## config.mk

```make
export PLATFORM = sky130hd
export DESIGN_NAME = main_bus_arbiter
export DESIGN_NICKNAME = d
export VERILOG_FILES = /design/src/rtl/main_bus_pkg.sv /design/src/rtl/arb_timer.sv /design/src/rtl/main_bus_arbiter.sv
export SDC_FILE = /design/constraint.sdc
export NUM_CORES = 1
export LEC_CHECK = 0
export CAP_MARGIN = 20
export CORE_UTILIZATION = 55
export CTS_CLUSTER_SIZE = 30
export DETAILED_ROUTE_END_ITERATION = 10
export PLACE_DENSITY = 0.9
export SLEW_MARGIN = 10
export SYNTH_ARGS = -nofsm -noshare
export SYNTH_HDL_FRONTEND = slang
export SYNTH_SLANG_ARGS = --single-unit
```

## constraint.sdc

```tcl
create_clock -name clk -period 3.06 [get_ports clk]
set_input_delay 0.459 -clock clk [delete_from_list [all_inputs] [get_ports clk]]
set_output_delay 0.459 -clock clk [all_outputs]
set_load 0.01 [all_outputs]
```

## src/rtl/main_bus_pkg.sv

```systemverilog
// main_bus_pkg: shared types, master indices and round-robin pick for the bus arbiter
//   arb_state_t : arbiter FSM states (IDLE, GRANT, TURN)
//   M_PROC/M_DMA: master indices used for gnt bit positions and owner
//   rr_pick     : winner index for a non-zero request vector given the last owner
package main_bus_pkg;

    typedef enum logic [1:0] {IDLE, GRANT, TURN} arb_state_t;

    localparam logic M_PROC = 1'b0;
    localparam logic M_DMA  = 1'b1;

    // A lone requester wins; on a tie the master that did not own the bus last wins.
    function automatic logic rr_pick(input logic [1:0] r, input logic last);
        return (r == 2'b11) ? ~last : r[1];
    endfunction

endpackage

```

## src/rtl/arb_timer.sv

```systemverilog
// arb_timer: saturating grant-length counter with expiry flag
//   clk, resetL : bus clock, asynchronous active-low reset
//   i_load      : start of a grant; counter becomes 1 (the first grant cycle)
//   i_en        : grant in progress; counter advances and expiry is qualified
//   o_expire    : current grant cycle is number LIMIT
module arb_timer #(
    parameter int LIMIT = 15,
    parameter int W     = $clog2(LIMIT + 1)
) (
    input  logic clk,
    input  logic resetL,
    input  logic i_load,
    input  logic i_en,
    output logic o_expire
);

    logic [W-1:0] r_cnt;

    // Holds the number of the grant cycle in progress; saturates so it never wraps.
    always_ff @(posedge clk or negedge resetL) begin
        if (!resetL)
            r_cnt <= '0;
        else if (i_load)
            r_cnt <= W'(1);
        else if (i_en && r_cnt != W'(LIMIT))
            r_cnt <= r_cnt + W'(1);
    end

    assign o_expire = i_en && (r_cnt == W'(LIMIT));

endmodule

```

## src/rtl/main_bus_arbiter.sv

```systemverilog
// main_bus_arbiter: two-master round-robin bus arbiter with timeout and turnaround
//   clk, resetL : bus clock, asynchronous active-low reset
//   req[1:0]    : level requests (bit0 processor, bit1 DMA)
//   bus_done    : last-beat pulse from the memory side
//   gnt[1:0]    : registered one-hot-or-zero grant
//   bus_start   : registered pulse in the first grant cycle
//   busy        : registered, high while gnt is non-zero
//   owner       : index of the current or most recent grantee
//   timeout_err : registered pulse when a grant is revoked by timeout
module main_bus_arbiter
    import main_bus_pkg::*;
#(
    parameter int TIMEOUT    = 15,
    parameter int TURNAROUND = 1
) (
    input  logic       clk,
    input  logic       resetL,
    input  logic [1:0] req,
    input  logic       bus_done,
    output logic [1:0] gnt,
    output logic       bus_start,
    output logic       busy,
    output logic       owner,
    output logic       timeout_err
);

    arb_state_t r_state, w_state_nx;
    logic [1:0] r_gnt, w_gnt_nx;
    logic [1:0] r_turn, w_turn_nx;
    logic       r_owner, w_owner_nx;
    logic       r_start, w_start_nx;
    logic       r_terr, w_terr_nx;
    logic       r_busy;
    logic       r_armed;
    logic       w_win;
    logic       w_load;
    logic       w_tmr_en;
    logic       w_expire;

    assign w_win    = rr_pick(req, r_owner);
    assign w_tmr_en = (r_state == GRANT);

    arb_timer #(.LIMIT(TIMEOUT)) u_timer (
        .clk      (clk),
        .resetL   (resetL),
        .i_load   (w_load),
        .i_en     (w_tmr_en),
        .o_expire (w_expire)
    );

    // r_armed blocks granting on the first edge after reset release.
    always_ff @(posedge clk or negedge resetL) begin
        if (!resetL) begin
            r_state <= IDLE;
            r_gnt   <= '0;
            r_turn  <= '0;
            r_owner <= M_DMA;
            r_start <= 1'b0;
            r_terr  <= 1'b0;
            r_busy  <= 1'b0;
            r_armed <= 1'b0;
        end else begin
            r_state <= w_state_nx;
            r_gnt   <= w_gnt_nx;
            r_turn  <= w_turn_nx;
            r_owner <= w_owner_nx;
            r_start <= w_start_nx;
            r_terr  <= w_terr_nx;
            r_busy  <= |w_gnt_nx;
            r_armed <= 1'b1;
        end
    end

    // In GRANT r_owner is the grantee, so req[r_owner] is its own request line.
    // Exit priority: done, then abandon, then timeout (only timeout flags an error).
    always_comb begin
        w_state_nx = r_state;
        w_gnt_nx   = r_gnt;
        w_turn_nx  = r_turn;
        w_owner_nx = r_owner;
        w_start_nx = 1'b0;
        w_terr_nx  = 1'b0;
        w_load     = 1'b0;
        case (r_state)
            IDLE: begin
                if (r_armed && req != 2'b00) begin
                    w_state_nx = GRANT;
                    w_owner_nx = w_win;
                    w_gnt_nx   = w_win ? 2'b10 : 2'b01;
                    w_start_nx = 1'b1;
                    w_load     = 1'b1;
                end
            end
            GRANT: begin
                if (bus_done || !req[r_owner] || w_expire) begin
                    w_state_nx = TURN;
                    w_gnt_nx   = 2'b00;
                    w_turn_nx  = 2'd1;
                    w_terr_nx  = !bus_done && req[r_owner];
                end
            end
            TURN: begin
                if (r_turn == 2'(TURNAROUND))
                    w_state_nx = IDLE;
                else
                    w_turn_nx = r_turn + 2'd1;
            end
            default: w_state_nx = IDLE;
        endcase
    end

    assign gnt         = r_gnt;
    assign bus_start   = r_start;
    assign busy        = r_busy;
    assign owner       = r_owner;
    assign timeout_err = r_terr;

endmodule

```

==> impl_metrics.yaml, run 1 <==
die:
  start_util: 0.6371
  pin_count: 11
  rows: 12
  die_h_um: 39.07
  core_area_um2: 1186
  die_x_um: 39.07
  dieArea_um2: 1526
logic_synthesis:
  yosysTopAreaCell: "dfrtp_1"
  synth_nets: 80
  synthCells: 73
  yosysUniqueCellTypes: 29
  ys.flop_type: "dfrtp_1"
  postSynthAreaPerCell_um2: 10.35
  synth_commonest_cells: "dfrtp_1, inv_1, nand3_1, o21ai_0, nor2_1"
  yosys_warnings: 0
  yosys.area.top_type_share: 0.4636
  synthTopCellsByArea: "dfrtp_1, mux2i_1, nand3_1, dfstp_2, ha_1"
  syn_area_um2: 755.7
  synth_edf_count: 0
  seq_area_frac_synth: 0.4983
  yosys_register_bits: 15
  synth_most_common_cell: "dfrtp_1"
  async_reset_ff_frac: 1.000
timing:
  fin_crit_ns: 1.862
  drv_slew: 0
  max_freq_ghz: 0.5370
  worst_pin_slew_ns: 0.6505
  skew_ns: 0.001969
  setup_viol: 0
  fin_crit_sh: 0.6085
  timing.setup.tns_ns: 0
  rsz0062_at_grt: "no"
  hold_violations: 0
  relSlewSlack: 0.5650
routing:
  wl_per_cell_um: 14.94
  totalWireLength_mm: 1.479
  via_per_inst: 6.152
  wirelength_met1_um: 652
  dr.max_layer_used: "met4"
  drc: 0
  postRouteAntennaNets: 0
  drt_iter0_markers: 9
  dr.pass1.iters: 4
  wl_met3_um: 106
  vias: 609
  met2_length_um: 687
critical_path:
  worstPathArrival_ns: 1.40
  crit_family: "flip-flops"
  cp.required_ns: 2.60
  cp_cell_sequence: "clkdlybuf4s50_1"
  end_kind: "output pin"
  cpPeakStageDelay_ns: 0.58
  path_class: "flip-flop to output pin"
  startpoint_type: "flip-flop"
  critPathBufInv: 1
  critPathMaxFanout: 5
  cp_slowest_cell: "dfstp_2"
global_routing:
  grt_max_degree: 16
  antenna_found_initial: 0
  gr-total-overflow: 0
  grt_pass1_wl_mm: 2.504
  grt_usage: 0.2506
  grt_pass1_vias: 587
clocking:
  cts_hold_buf: 0
  clockBufferDepth: 2
  cts.sinks: 15
  cts-root-buf: "clkbuf_4"
  cts_tree: "yes"
  cts_setup_buffers: 0
  cts_buffers: 3
  clock_latency_ns: 0.28
  clk_pin_slew_ns: 0.09
  htreeDepth: 1
  cts_resized: 0
power:
  p_leak_uw: 0.0003703
  p_per_area_nw_per_um2: 833.2
  vdd_drop_max_mv: 0.5066
status:
  status: "completed"
final_layout:
  antenna_cells: 0
  final_nets: 93
  layout-drive-gt1-share: 0.09412
  fin_util: 0.7458
  area_growth_pct: 17.05
placed_design:
  dp_hpwl_mm: 1.085
  place_congestion: 0.7634
  portBuffers: 10
worst_hold_path:
  hold_path.class: "flip-flop to flip-flop"
flow_run:
  maxCapViolations: 0
==> power breakdown <==
part / switching, uW / leakage [uW] / internal, uW / total [uW]
clock: 60.7 / 0.0000150 / 50.6 / 111
combinational: 135 / 0.000168 / 144 / 280
sequential: 80.7 / 0.000187 / 266 / 346
==> registers in the layout, indices dropped and copies added, names as in the netlist <==
name,count
timeout_err,1
busy,1
r_state,2
u_timer.r_cnt,4
gnt,2
owner,1
r_turn,2
bus_start,1
r_armed,1
==> cells by family (layout without fill, tap and decap cells) <==
family,Yosys count,count (layout),synth area share
simple gates,25,25,0.2069
compound gates,19,19,0.1672
flops,15,15,0.4984
buf+inv,8,20,0.04966
mux,3,3,0.03974
fa+ha+maj,2,2,0.03311
other cells,1,1,0.004962
==> cells in the final DEF (no fill, tap or decap), types with 2 or more instances in the layout <==
cell and n:
dfrtp_1 14, clkdlybuf4s50_1 10, inv_1 6, nand3_1 6, o21ai_0 5, nor2_1 4
mux2i_1 3, o211ai_1 3, a21oi_1 3, clkbuf_4 3, nand2_1 2, nand2b_1 2
a31oi_1 2, nor4_1 2, nor2b_1 2, o221ai_1 2, or3_1 2, ha_1 2
==> worst paths after layout <==
kind                            slack (ns)          endpoint  depth (start not counted)              from
worst min-delay path                  0.54             owner                          2             owner
max in group asynchronous             2.07  u_timer.r_cnt[3]                          1            resetL
worst min register to register        0.54             owner                          2             owner
worst max-delay path                  1.20             owner                          1             owner
min in group asynchronous             0.57         r_turn[1]                          1            resetL
worst max register to register        1.32         r_turn[1]                          4  u_timer.r_cnt[0]
==> layer usage <==
layer  vias up  GRT usage
li1        295          -
met1       280     0.3048
met2        28     0.3792
met3         6     0.1214
met4         0    0.09483
met5         -          0
==> area by class of cell <==
class                   count  area (um^2)
flip-flops and latches     15        376.6
multi-input cells          50        341.6
fillers                    86        301.5
repair buffers             10        100.1
clock buffers               4        26.28
inverters                   6        22.52
well taps                  14        17.52
==> stage by stage <==
stage | area [um^2] | std cells | total power (uW) | hold slack, ns | setup WS [ns]
2_1_floorplan | 755.7 | 73 | 523.7 | 0.1634 | 1.467
3_3_place_gp | 858.3 | 95 | 610.2 | 0.5220 | 1.178
3_5_place_dp | 858.3 | 95 | 623.4 | 0.5077 | 1.143
4_1_cts | 884.6 | 99 | 739.2 | 0.5359 | 1.188
5_1_grt | 884.6 | 99 | 789.7 | 0.5691 | 1.161
6_report | 884.6 | 99 | 737.1 | 0.5373 | 1.198
(Power assumes the default switching activity.)
==> inputs of run 2 (changes only) <==
--- a/config.mk
+++ b/config.mk
@@ -6,10 +6,10 @@
 export NUM_CORES = 1
 export LEC_CHECK = 0
 export CAP_MARGIN = 20
-export CORE_UTILIZATION = 55
+export CORE_UTILIZATION = 46
 export CTS_CLUSTER_SIZE = 30
 export DETAILED_ROUTE_END_ITERATION = 10
-export PLACE_DENSITY = 0.9
+export PLACE_DENSITY = 0.81
 export SLEW_MARGIN = 10
 export SYNTH_ARGS = -nofsm -noshare
 export SYNTH_HDL_FRONTEND = slang
==> constraint.sdc (replaced) <==
create_clock -name clk -period 1.6 [get_ports clk]
set_input_delay 0.24 -clock clk [delete_from_list [all_inputs] [get_ports clk]]
set_output_delay 0.24 -clock clk [all_outputs]
set_load 0.01 [all_outputs]
==> run 2 against run 1 <==
  * The flow now finishes with violations (setup timing)
  * Register-to-register slack lost 1.3 ns
  * Combinational power rose to 2.5 times the previous value
  * Sequential share of layout area fell by 5.2 points
  * Largest cell class unchanged
==> impl_metrics.yaml, run 2 (same netlist as run 1, synthesis figures left out) <==
global_routing:
  grt_usage: 0.2267
  antenna_found_initial: 0
  grt_max_degree: 16
  grt_pass1_wl_mm: 2.994
  gr-total-overflow: 0
  grt_pass1_vias: 657
routing:
  vias: 649
  totalWireLength_mm: 1.691
  drt_iter0_markers: 12
  dr.pass1.iters: 4
  wl_per_cell_um: 14.70
  via_per_inst: 5.643
  postRouteAntennaNets: 0
  drc: 0
final_layout:
  largest_register_ffs: 4
  design_area_um2: 1007
  antenna_cells: 0
  layout-drive-gt1-share: 0.2626
  regMostFlops: "u_timer.r_cnt"
  layout_common_cells: "dfrtp_1, buf_4, clkdlybuf4s50_1"
  fin_util: 0.6609
  fillers: 126
  area_growth_pct: 33.28
  final_nets: 107
placed_design:
  place_congestion: 0.8734
  dpl_cell_area_um2: 958.4
  dp_hpwl_mm: 1.223
  portBuffers: 10
  dp_slack_ns: -0.04452
die:
  die_h_um: 42.53
  start_util: 0.4959
  rows: 14
  pin_count: 11
  dieArea_um2: 1809
  die_x_um: 42.53
  core_area_um2: 1524
clocking:
  clockBufferDepth: 2
  cts_tree: "yes"
  htreeDepth: 1
  cts-root-buf: "clkbuf_4"
  cts_buffers: 3
  cts.sinks: 15
  clk_pin_slew_ns: 0.09
  clock_latency_ns: 0.28
power:
  power.total_uw: 1558
  p_leak_uw: 0.0004448
  vdd_drop_max_mv: 0.8492
  p_per_area_nw_per_um2: 1547
timing:
  layout_setup_ws_ns: -0.02458
  max_freq_ghz: 0.6155
  skew_ns: 0.005858
  fin_crit_ns: 1.625
  rsz0062_at_grt: "yes"
  fin_crit_sh: 1.015
  hold_violations: 0
  setup_viol: 1
  drv_slew: 0
  holdWs_ns: 0.2536
flow_run:
  maxCapViolations: 0
status:
  violations: "setup timing"
  status: "finished, violations left"
critical_path:
  worstPathArrival_ns: 1.82
  cpPeakStageDelay_ns: 0.54
  path_class: "flip-flop to flip-flop"
  critPathMaxFanout: 4
  end_kind: "flip-flop"
  cp_slowest_cell: "or4_4"
  cp.required_ns: 1.79
  cp_cell_sequence: "ha_2 > and3_4 > or4_4 > o211ai_1"
  startpoint_type: "flip-flop"
worst_hold_path:
  hold_path.class: "input pin to asynchronous set/reset pin"
## run 2: path summary, 6_finish.rpt
kind	cells after the start	slack (ns)	endpoint	startpoint
min in group clk	2	0.53	owner	owner
worst min register to register	2	0.53	owner	owner
max in group asynchronous	2	1.11	owner	resetL
worst min-delay path	2	0.25	u_timer.r_cnt[2]	resetL
worst max-delay path	4	-0.02	gnt[0]	u_timer.r_cnt[0]
worst max register to register	4	-0.02	gnt[0]	u_timer.r_cnt[0]
## run 2: worst max-delay path: cells and delay by family, from the launching register on
kind / cells / cell delay, ns
and+or+nand+nor: 2 / 0.72
DFF: 1 / 0.40
adders and majority gates: 1 / 0.19
AOI/OAI and AO/OA: 1 / 0.23
## run 2: final cells by class
type	count	area (um^2)	share of cell area
Sequential cell	15	376.6	0.3739
Multi-Input combinational cell	50	356.6	0.3540
Timing Repair Buffer	24	203.9	0.2025
Clock buffer	3	22.52	0.02236
Inverter	6	22.52	0.02236
Tap cell	16	20.02	0.01988
Clock inverter	1	5.005	0.004969
## run 2: metal layers
metal,vias up,part of all wire,global-route usage
met5,-,0,0
met2,13,0.48,0.3631
li1,323,-,-
met1,309,0.47,0.3118
met4,0,0.012,0.07500
met3,4,0.032,0.03879
## run 2: metrics by stage
stage,std cells,setup TNS (ns)
after floorplan,73,0
after global placement,110,0
after detailed placement,110,-0.06564
after CTS,115,-0.05658
after global routing,115,-0.1230
final,115,-0.02458
## run 2: report_power, final
group	switching, uW	total, uW	internal [uW]
clock	124	217	92.7
combinational	331	705	374
sequential	128	636	508
total	583	1560	975
## run 2: repair_timing
item                                    in CTS  in global routing
gates resized for setup                      2                  2
hold buffers                                 0                  0
endpoints found under the setup margin       3                  6
hold endpoints to repair                     0                  0
pin swaps                                    3                  3
setup buffers                                1                  0
==> inputs of run 3 (changes only) <==
--- a/config.mk
+++ b/config.mk
@@ -6,11 +6,12 @@
 export NUM_CORES = 1
 export LEC_CHECK = 0
 export CAP_MARGIN = 20
-export CORE_UTILIZATION = 46
+export CORE_UTILIZATION = 55
+export CTS_CLUSTER_DIAMETER = 80
 export CTS_CLUSTER_SIZE = 30
 export DETAILED_ROUTE_END_ITERATION = 10
-export PLACE_DENSITY = 0.81
-export SLEW_MARGIN = 10
+export PLACE_DENSITY = 0.9
+export SLEW_MARGIN = 0
 export SYNTH_ARGS = -nofsm -noshare
 export SYNTH_HDL_FRONTEND = slang
 export SYNTH_SLANG_ARGS = --single-unit
==> constraint.sdc (replaced) <==
create_clock -name clk -period 2 [get_ports clk]
set_input_delay 0.3 -clock clk [delete_from_list [all_inputs] [get_ports clk]]
set_output_delay 0.3 -clock clk [all_outputs]
set_load 0.01 [all_outputs]
==> run 3 against run 2 <==
  * Non-clock buffer count is 13 lower
  * Critical endpoint is now gnt[1]
  * Flip-flop and latch count stayed put
  * Total power shrank 27%
  * The run now ends clean
  * Largest power group is now registers
  * Clock power fell by 21%
==> impl_metrics.yaml, run 3 (same netlist as run 1, synthesis figures left out) <==
timing:
  setup_viol: 0
  drv_slew: 0
  holdWs_ns: 0.4194
  fin_crit_ns: 1.718
  max_freq_ghz: 0.5819
  worst_pin_slew_ns: 0.6602
  skew_ns: 0.0009749
  rsz0062_at_grt: "no"
  timing.setup.tns_ns: 0
  hold_violations: 0
  relSlewSlack: 0.5585
  fin_crit_sh: 0.8592
global_routing:
  grt_pass1_wl_mm: 2.435
  grt_pass1_vias: 575
  gr-total-overflow: 0
  antenna_found_initial: 0
  grt_usage: 0.2344
  grt_max_degree: 16
worst_hold_path:
  hold_path.class: "input pin to asynchronous set/reset pin"
clocking:
  clock_latency_ns: 0.28
  cts_setup_buffers: 0
  cts_resized: 0
  clk_pin_slew_ns: 0.08
  cts_hold_buf: 0
  cts.sinks: 15
  cts_buffers: 3
  cts-root-buf: "clkbuf_4"
  htreeDepth: 1
  clockBufferDepth: 2
  cts_tree: "yes"
final_layout:
  layout-drive-gt1-share: 0.1047
  fillers: 84
  mostFrequentLayoutCell: "dfrtp_1"
  area_growth_pct: 18.05
  design_area_um2: 892.1
  final_nets: 94
  layout_common_cells: "dfrtp_1, clkdlybuf4s50_1, inv_1, nand3_1, o21ai_0"
  largest_register_ffs: 4
  antenna_cells: 0
  fin_cells: 100
  regMostFlops: "u_timer.r_cnt"
routing:
  via_per_inst: 6.240
  wl_per_cell_um: 14.57
  totalWireLength_mm: 1.457
  postRouteAntennaNets: 0
  dr.pass1.iters: 4
  vias: 624
  drt_iter0_markers: 25
  drc: 0
critical_path:
  critPathMaxFanout: 5
  cpPeakStageDelay_ns: 0.55
  startpoint_type: "flip-flop"
  path_class: "flip-flop to flip-flop"
  end_kind: "flip-flop"
  cp_cell_sequence: "ha_1 > and3_4 > or4_4 > a31oi_1"
  cp_slowest_cell: "or4_4"
  crit_family: "simple AND/OR/NAND/NOR gates"
  cp.required_ns: 2.20
  critPathBufInv: 0
  worstPathArrival_ns: 1.92
placed_design:
  dpl_cell_area_um2: 865.8
  dpl.cell_count: 96
  portBuffers: 10
  place_congestion: 0.7765
  dp_hpwl_mm: 1.068
power:
  p_per_area_nw_per_um2: 1275
  vdd_drop_max_mv: 0.7672
  p_leak_uw: 0.0003747
status:
  status: "completed"
die:
  rows: 12
  core_area_um2: 1186
  pin_count: 11
  die_x_um: 39.07
  dieArea_um2: 1526
  die_h_um: 39.07
  start_util: 0.6371
flow_run:
  maxCapViolations: 0
-- run 3: changes by cell type in the layout (fill, tap and decap cells not counted) --
cell and change:
buf_4 -13, clkbuf_1 +1, clkdlybuf4s50_1 +1, clkinv_2 -1, dlygate4sd2_1 -1, ha_1 +1
ha_2 -1, nor4_1 +1, nor4_2 -1, o221ai_1 +1, o221ai_2 -1
-- run 3: layer usage --
layer	track usage	wire length [um]	up-vias
li1	-	-	299
met1	0.2963	673	300
met2	0.4083	696	20
met3	0.02312	68	5
met4	0.08621	19	0
met5	0	0	-
-- run 3: cell type report --
type	instances	area, um^2	share of cell area
timing repair buffer	11	107.6	0.1206
tap	14	17.52	0.01964
inverter	6	22.52	0.02525
clock buffer	4	26.28	0.02945
sequential	15	376.6	0.4222
multi-input combinational	50	341.6	0.3829
-- run 3: path summary, 6_finish.rpt --
| path | start | end | slack (ns) | cells after the start |
|---|---|---|---|---|
| min in group clk | owner | owner | 0.54 | 2 |
| worst max-delay path | u_timer.r_cnt[0] | gnt[1] | 0.28 | 4 |
| worst min register to register | owner | owner | 0.54 | 2 |
| worst max register to register | u_timer.r_cnt[0] | gnt[1] | 0.28 | 4 |
| worst min-delay path | resetL | timeout_err | 0.42 | 1 |
| max in group asynchronous | resetL | u_timer.r_cnt[0] | 1.16 | 1 |
-- run 3: power by group --
group	total [uW]	internal, uW	switching (uW)
logic	440	228	212
clock network	171	77.4	93.2
registers	527	406	121
-- run 3: metrics by stage --
step | util | worst slack [ns] | power, uW
after global routing | 0.7521 | 0.2416 | 1211
after detailed placement | 0.7300 | 0.2592 | 966.1
after global placement | 0.7300 | 0.2999 | 940.3
after CTS | 0.7521 | 0.2980 | 1136
final | 0.7521 | 0.2815 | 1138
after floorplan | - | 0.4069 | 801.3
